[config.mk]
export PLATFORM = sky130hd
export DESIGN_NAME = serial_subtractor_flat
export DESIGN_NICKNAME = d
export VERILOG_FILES = /design/src/rtl/serial_subtractor_if.sv /design/src/rtl/serial_subtractor.sv /design/src/flat_wrapper.sv
export SDC_FILE = /design/constraint.sdc
export NUM_CORES = 1
export LEC_CHECK = 0
export ABC_CLOCK_PERIOD_IN_PS = 1550
export BUFFER_PORTS_ARGS = -buffer_cell sky130_fd_sc_hd__buf_2
export CORE_MARGIN = 2
export CORE_UTILIZATION = 50
export DETAILED_ROUTE_END_ITERATION = 8
export PLACE_DENSITY = 0.82
export REMOVE_ABC_BUFFERS = 1
export SLEW_MARGIN = 20
export SYNTH_ARGS = -nofsm -noshare
export SYNTH_HDL_FRONTEND = slang
export SYNTH_SLANG_ARGS = --single-unit
[constraint.sdc]
create_clock -name clk -period 1.55 [get_ports clk]
set_clock_uncertainty 0.05 [all_clocks]
set_input_delay 0.3875 -clock clk [delete_from_list [all_inputs] [get_ports clk]]
set_output_delay 0.3875 -clock clk [all_outputs]
set_load 0.005 [all_outputs]
[src/rtl/serial_subtractor_if.sv]
// serial_subtractor_if: start/busy/done handshake plus operand and result buses
interface serial_subtractor_if #(parameter int WIDTH = 8);
    logic             start;
    logic [WIDTH-1:0] a;
    logic [WIDTH-1:0] b;
    logic             busy;
    logic             done;
    logic [WIDTH-1:0] diff;
    logic             borrow;
    modport master (output start, a, b, input busy, done, diff, borrow);
    modport slave (input start, a, b, output busy, done, diff, borrow);
endinterface

[src/rtl/serial_subtractor.sv]
// serial_subtractor: bit-serial LSB-first a - b with registered borrow and start/busy/done handshake
module serial_subtractor #(parameter int WIDTH = 8) (
    input logic clk,
    input logic rst,
    serial_subtractor_if.slave bus
);
    localparam int CW = WIDTH > 1 ? $clog2(WIDTH) : 1;
    typedef enum logic [1:0] {IDLE, SHIFT, DONE} state_t;
    state_t state, state_n;
    logic [WIDTH-1:0] ra, rb, res, res_n, diff_q;
    logic [WIDTH:0] ext;
    logic [CW-1:0] cnt;
    logic br, br_n, d, borrow_q, accept, last;
    always_comb begin
        accept = bus.start && state != SHIFT;
        last = cnt == CW'(WIDTH - 1);
        d = ra[0] ^ rb[0] ^ br;
        br_n = (~ra[0] & rb[0]) | (~(ra[0] ^ rb[0]) & br);
        ext = {d, res};
        res_n = ext[WIDTH:1];
        state_n = state == SHIFT ? (last ? DONE : SHIFT) : (accept ? SHIFT : IDLE);
    end
    always_ff @(posedge clk) begin
        if (rst) begin
            state <= IDLE;
            ra <= '0;
            rb <= '0;
            res <= '0;
            br <= 1'b0;
            cnt <= '0;
            diff_q <= '0;
            borrow_q <= 1'b0;
        end else begin
            state <= state_n;
            if (accept) begin
                ra <= bus.a;
                rb <= bus.b;
                br <= 1'b0;
                cnt <= '0;
            end else if (state == SHIFT) begin
                ra <= ra >> 1;
                rb <= rb >> 1;
                br <= br_n;
                cnt <= cnt + CW'(1);
                res <= res_n;
                if (last) begin
                    diff_q <= res_n;
                    borrow_q <= br_n;
                end
            end
        end
    end
    assign bus.busy = state == SHIFT;
    assign bus.done = state == DONE;
    assign bus.diff = diff_q;
    assign bus.borrow = borrow_q;
endmodule
[src/flat_wrapper.sv]
// flat-port wrapper written by rule: the top's interface ports become plain ports
module serial_subtractor_flat 
#(parameter int WIDTH = 8)
  (clk, rst, bus_start, bus_a, bus_b, bus_busy, bus_done, bus_diff, bus_borrow);
  serial_subtractor_if #(.WIDTH(WIDTH)) bus_i ();
  input logic clk;
  input logic rst;
  input wire logic [$bits(bus_i.start)-1:0] bus_start;
  input wire logic [$bits(bus_i.a)-1:0] bus_a;
  input wire logic [$bits(bus_i.b)-1:0] bus_b;
  output wire logic [$bits(bus_i.busy)-1:0] bus_busy;
  output wire logic [$bits(bus_i.done)-1:0] bus_done;
  output wire logic [$bits(bus_i.diff)-1:0] bus_diff;
  output wire logic [$bits(bus_i.borrow)-1:0] bus_borrow;
  assign bus_i.start = bus_start;
  assign bus_i.a = bus_a;
  assign bus_i.b = bus_b;
  assign bus_busy = bus_i.busy;
  assign bus_done = bus_i.done;
  assign bus_diff = bus_i.diff;
  assign bus_borrow = bus_i.borrow;
  serial_subtractor #(.WIDTH(WIDTH)) u_core (.clk(clk), .rst(rst), .bus(bus_i));
endmodule
Word level (Yosys, flattened, before mapping)
Cells that the tools add are included.
- bits in registers: 39
- eq/ne operators: 4
- bitwise operators: 8
- multiplexer cells: 7
- $add $sub $neg: 1
- reductions and logical operators: 5
- operators with widths (kind ; count):
    two-way mux 8 bit ; 4
    two-way mux 2 bit ; 2
    adder 3 x 1 -> 3 bit (second input constant) ; 1
    equality test 3 bit (second input constant) ; 1
    inverter 1 bit ; 3
    AND reduction 3 bit ; 1
    AND 1 bit ; 2
    equality test 2 x 1 -> 1 bit (second input constant) ; 1
    equality test 2 bit (second input constant) ; 1
    != test 2 x 1 -> 1 bit (second input constant) ; 1
    AND reduction 2 bit ; 1
    nonzero test 2 bit ; 1
    OR reduction 2 bit ; 1
    bitwise XOR 1 bit ; 2
    logical AND 1 bit ; 1
    two-way mux 1 bit ; 1
    OR 1 bit ; 1

Logic depth before layout (Yosys ltp)
- depth in word-level cells: 4
- mapped depth: 6
- mapped depth without buffers: 5

Least setup slack after synthesis
OpenSTA, ideal clock, no wires.
- path type: register to register
- from: register u_core.cnt[0]
- to: register u_core.borrow_q, in the netlist u_core.bus.borrow
- stages on the path, launching flop included: 7
- arrival: 1142 ps
- library setup time: 120 ps
- path slack: 238 ps
- data required time: 1380 ps
- clock period less this slack: 1312 ps
- cells stage by stage: dfxtp_1 -> ha_1 -> ha_1 -> and3b_1 -> buf_4 -> nor2_1 -> a211oi_2
- cells in the longest elaborated chain, start to end: 2
- ends and longest elaborated chain (what ; line ; text):
    start, declared ; serial_subtractor.sv:12 ; logic [CW-1:0] cnt;
    start signal, assigned ; serial_subtractor.sv:44 ; cnt <= cnt + CW'(1);
    equality test 3 bit ; serial_subtractor.sv:16 ; last = cnt == CW'(WIDTH - 1);
    AND reduction 3 bit (no source line) ; - ;
    end signal, assigned ; serial_subtractor.sv:48 ; borrow_q <= br_n;
    end, declared ; serial_subtractor.sv:13 ; logic br, br_n, d, borrow_q, accept, last;
No other way between the ends.
A chain may end at the register's enable or synchronous reset.

Worst setup path in the final report
- from: register u_core.state[1]
- to: output bus_busy
- cells in the longest elaborated chain, start to end: 1
- ends and longest elaborated chain (what ; line ; text):
    start, declared ; serial_subtractor.sv:9 ; state_t state, state_n;
    start signal, assigned ; serial_subtractor.sv:34 ; state <= state_n;
    equality test 2 x 1 -> 1 bit ; serial_subtractor.sv:53 ; assign bus.busy = state == SHIFT;
    end, declared ; flat_wrapper.sv:11 ; output wire logic [$bits(bus_i.busy)-1:0] bus_busy;
No other way between the ends.

==> metrics.cfg <==
[logic_synthesis]
seq_area_frac_synth=0.489
yosys.area.top_type=dfxtp_1
synthFlopType=dfxtp_1
synth_most_common_cell=dfxtp_1
synth_warnings=0
synth_edf_count=0
syn_avg_cell_area_um2=9.21
synth_seq_cells=38
synthTopCellsByArea=dfxtp_1, mux2i_1, nand2_1, a211oi_1, a21oi_1
synth_commonest_cells=dfxtp_1, nand2_1, a21oi_1
synthCells=169
synth.distinct_cells=25
yosysTopAreaCellShare=0.489
ys_async_sr_fraction=0
syn_area_mm2=0.00156

[power_and_ir_drop]
clock_power_share=0.291
seq_power_share=0.600
p_sw_w=0.000428
ir_drop_mv=0.656
p_int_w=0.00131
power_w=0.00174
powerDensity_mw_per_mm2=981
leakagePower_nw=0.758
pwr-share-comb=0.109
p_sw_frac=0.246

[clock_network]
htree_levels=2
cts_tree=done
root_buffer=clkbuf_4
cts.reportedPaths.clkPinSlew_ns=0.11
numCtsBuffers=5
clock_path_buffers=2
worstSkewPairLatency_ns=0.33
cts_sinks=38
cts_hold_buf=0

[routing]
drtIter0Drc=31
drt_pass1_iterations=4
vias=1205
antenna_left=0
route.detailed.drc=0
via_per_inst=5.24
wirelength_mm=2.78
routedWlPerCell_um=12.1

[critical_path]
cp_cell_sequence=nand2b_4, inv_2, buf_2
r2r_slack_ns=0.09
required_ns=1.11
cp.depth=3
reg2reg_depth=5
crit_arrival_ns=1.04
cp.buffers_inverters=2
max_stage_delay_ns=0.34
cp-start-kind=flop
worstReg2RegStart=u_core.cnt[0]
path_delay_family=flip-flops
worstSetupEndpointType=primary output
cp_max_fo=5
crit_type=reg -> out
rr_endpoint=u_core.bus.borrow
cp_slowest_cell=dfxtp_1

[global_route]
gr-total-overflow=0
grt_use_met2=0.286
use_met1=0.234
grt_pass1_vias=1170
grt.busiest_layer=met2
grt_max_degree=24
antenna_found_initial=0
grt_usage=0.182
grt_pass1_wl_mm=4.92
use_met3=0.0628

[placed_design]
place_congestion=0.728
hpwlAfterDp_mm=1.93
portBuffers=29

[floorplan]
rows=20
io_pins=30
core_area_mm2=0.00300
die-area_mm2=0.00358
chipWidth_um=59.8
die_h_um=59.8
initial_core_util=0.518

[timing]
min_period_over_period=0.951
finalSetupViolations=0
fin_setup_tns_ns=0
worst_pin_slew_ns=0.519
rsz0062_at_grt=false
fmax_mhz=679
slew_violations=0
slew_headroom=0.654
hold_viol_final=0
period_needed_ns=1.47

[worst_hold_path]
hold_depth=3
hold_start=bus_b[7]
hp-class=in -> reg
holdPathEnd=u_core.rb[7]

[final_layout]
area_growth_pct=13.8
utilization=0.590
nets=221
diodes=0
drive_gt1_frac=0.223

[flow_run]
cap_violations=0

[status]
status=finished clean

[worst min-delay path, cell delays in order]
cell,delay [ns]
buf_2,0.08
mux2i_1,0.05
nor3_1,0.11
[stage by stage]
stage / setup WS (ns) / instances / hold slack (ns) / instance area, µm²
global placement: 0.163 / 223 / 0.391 / 1710
finish: 0.0766 / 230 / 0.282 / 1770
detailed placement: 0.102 / 223 / 0.394 / 1710
CTS: 0.0534 / 230 / 0.271 / 1770
floorplan: 0.185 / 157 / 0.376 / 1480
global route: 0.00274 / 230 / 0.289 / 1770
[power groups by stage]
| stage | logic [W] | registers [W] | clock network (W) |
|---|---|---|---|
| after floorplan | 0.000102 | 0.00106 | 0 |
| after global placement | 0.000182 | 0.00106 | 0 |
| after detailed placement | 0.000186 | 0.00107 | 0 |
| after CTS | 0.000190 | 0.00104 | 0.000516 |
| after global routing | 0.000215 | 0.00105 | 0.000554 |
| final | 0.000189 | 0.00104 | 0.000506 |
[logic make-up after synthesis]
kind of cell	count (synthesis)	share of synthesized area
AND/OR/NAND/NOR	61	0.177
flip-flops	38	0.489
AO/OA/AOI/OAI	35	0.140
multiplexers	16	0.103
buffers and inverters	15	0.0547
adder cells (fa/ha/maj)	4	0.0370
[registers in the layout, summed over array words and instances (netlist names)]
signal             count
u_core.res             7
u_core.br              1
u_core.bus.diff        8
u_core.state           2
u_core.ra              8
u_core.cnt             3
u_core.rb              8
u_core.bus.borrow      1
[cell usage in the layout (no fill, tap or decap), types with 3 or more instances in the layout]
cell and count:
dfxtp_1 37, a21oi_1 19, a211oi_1 14, mux2i_1 16, nand2_1 32, clkbuf_4 5, ha_1 3, buf_2 29
nand3b_1 4, nor2_1 16, buf_4 4
[worst max-delay path by stage]
stage	from	endpoint	slack, ns
3_5_place_dp	u_core.cnt[0]	u_core.bus.borrow	0.10
6_report	u_core.state[1]	bus_busy	0.08
4_1_cts	u_core.state[1]	bus_busy	0.05
5_1_grt	u_core.cnt[0]	u_core.bus.diff[4]	0.003
3_3_place_gp	u_core.cnt[0]	u_core.bus.borrow	0.16
2_1_floorplan	u_core.state[1]	u_core.br	0.19
[layout make-up]
| class | instances | area, µm² |
|---|---|---|
| Clock buffer | 6 | 51.3 |
| Fill cell | 292 | 1230 |
| Inverter | 3 | 11.3 |
| Multi-Input combinational cell | 116 | 711 |
| Sequential cell | 38 | 762 |
| Tap cell | 33 | 41.3 |
| Timing Repair Buffer | 34 | 195 |
[routing by layer]
layer	routed length [µm]	part of all wire
met3	161	0.058
met4	27	0.0097
met1	1320	0.47
met2	1270	0.46
met5	0	0
[what timing repair did]
item	in CTS	in global routing
setup buffers	1	0
endpoints found under the setup margin	1	0
resized for setup	1	0
(Power assumes the default switching activity.)
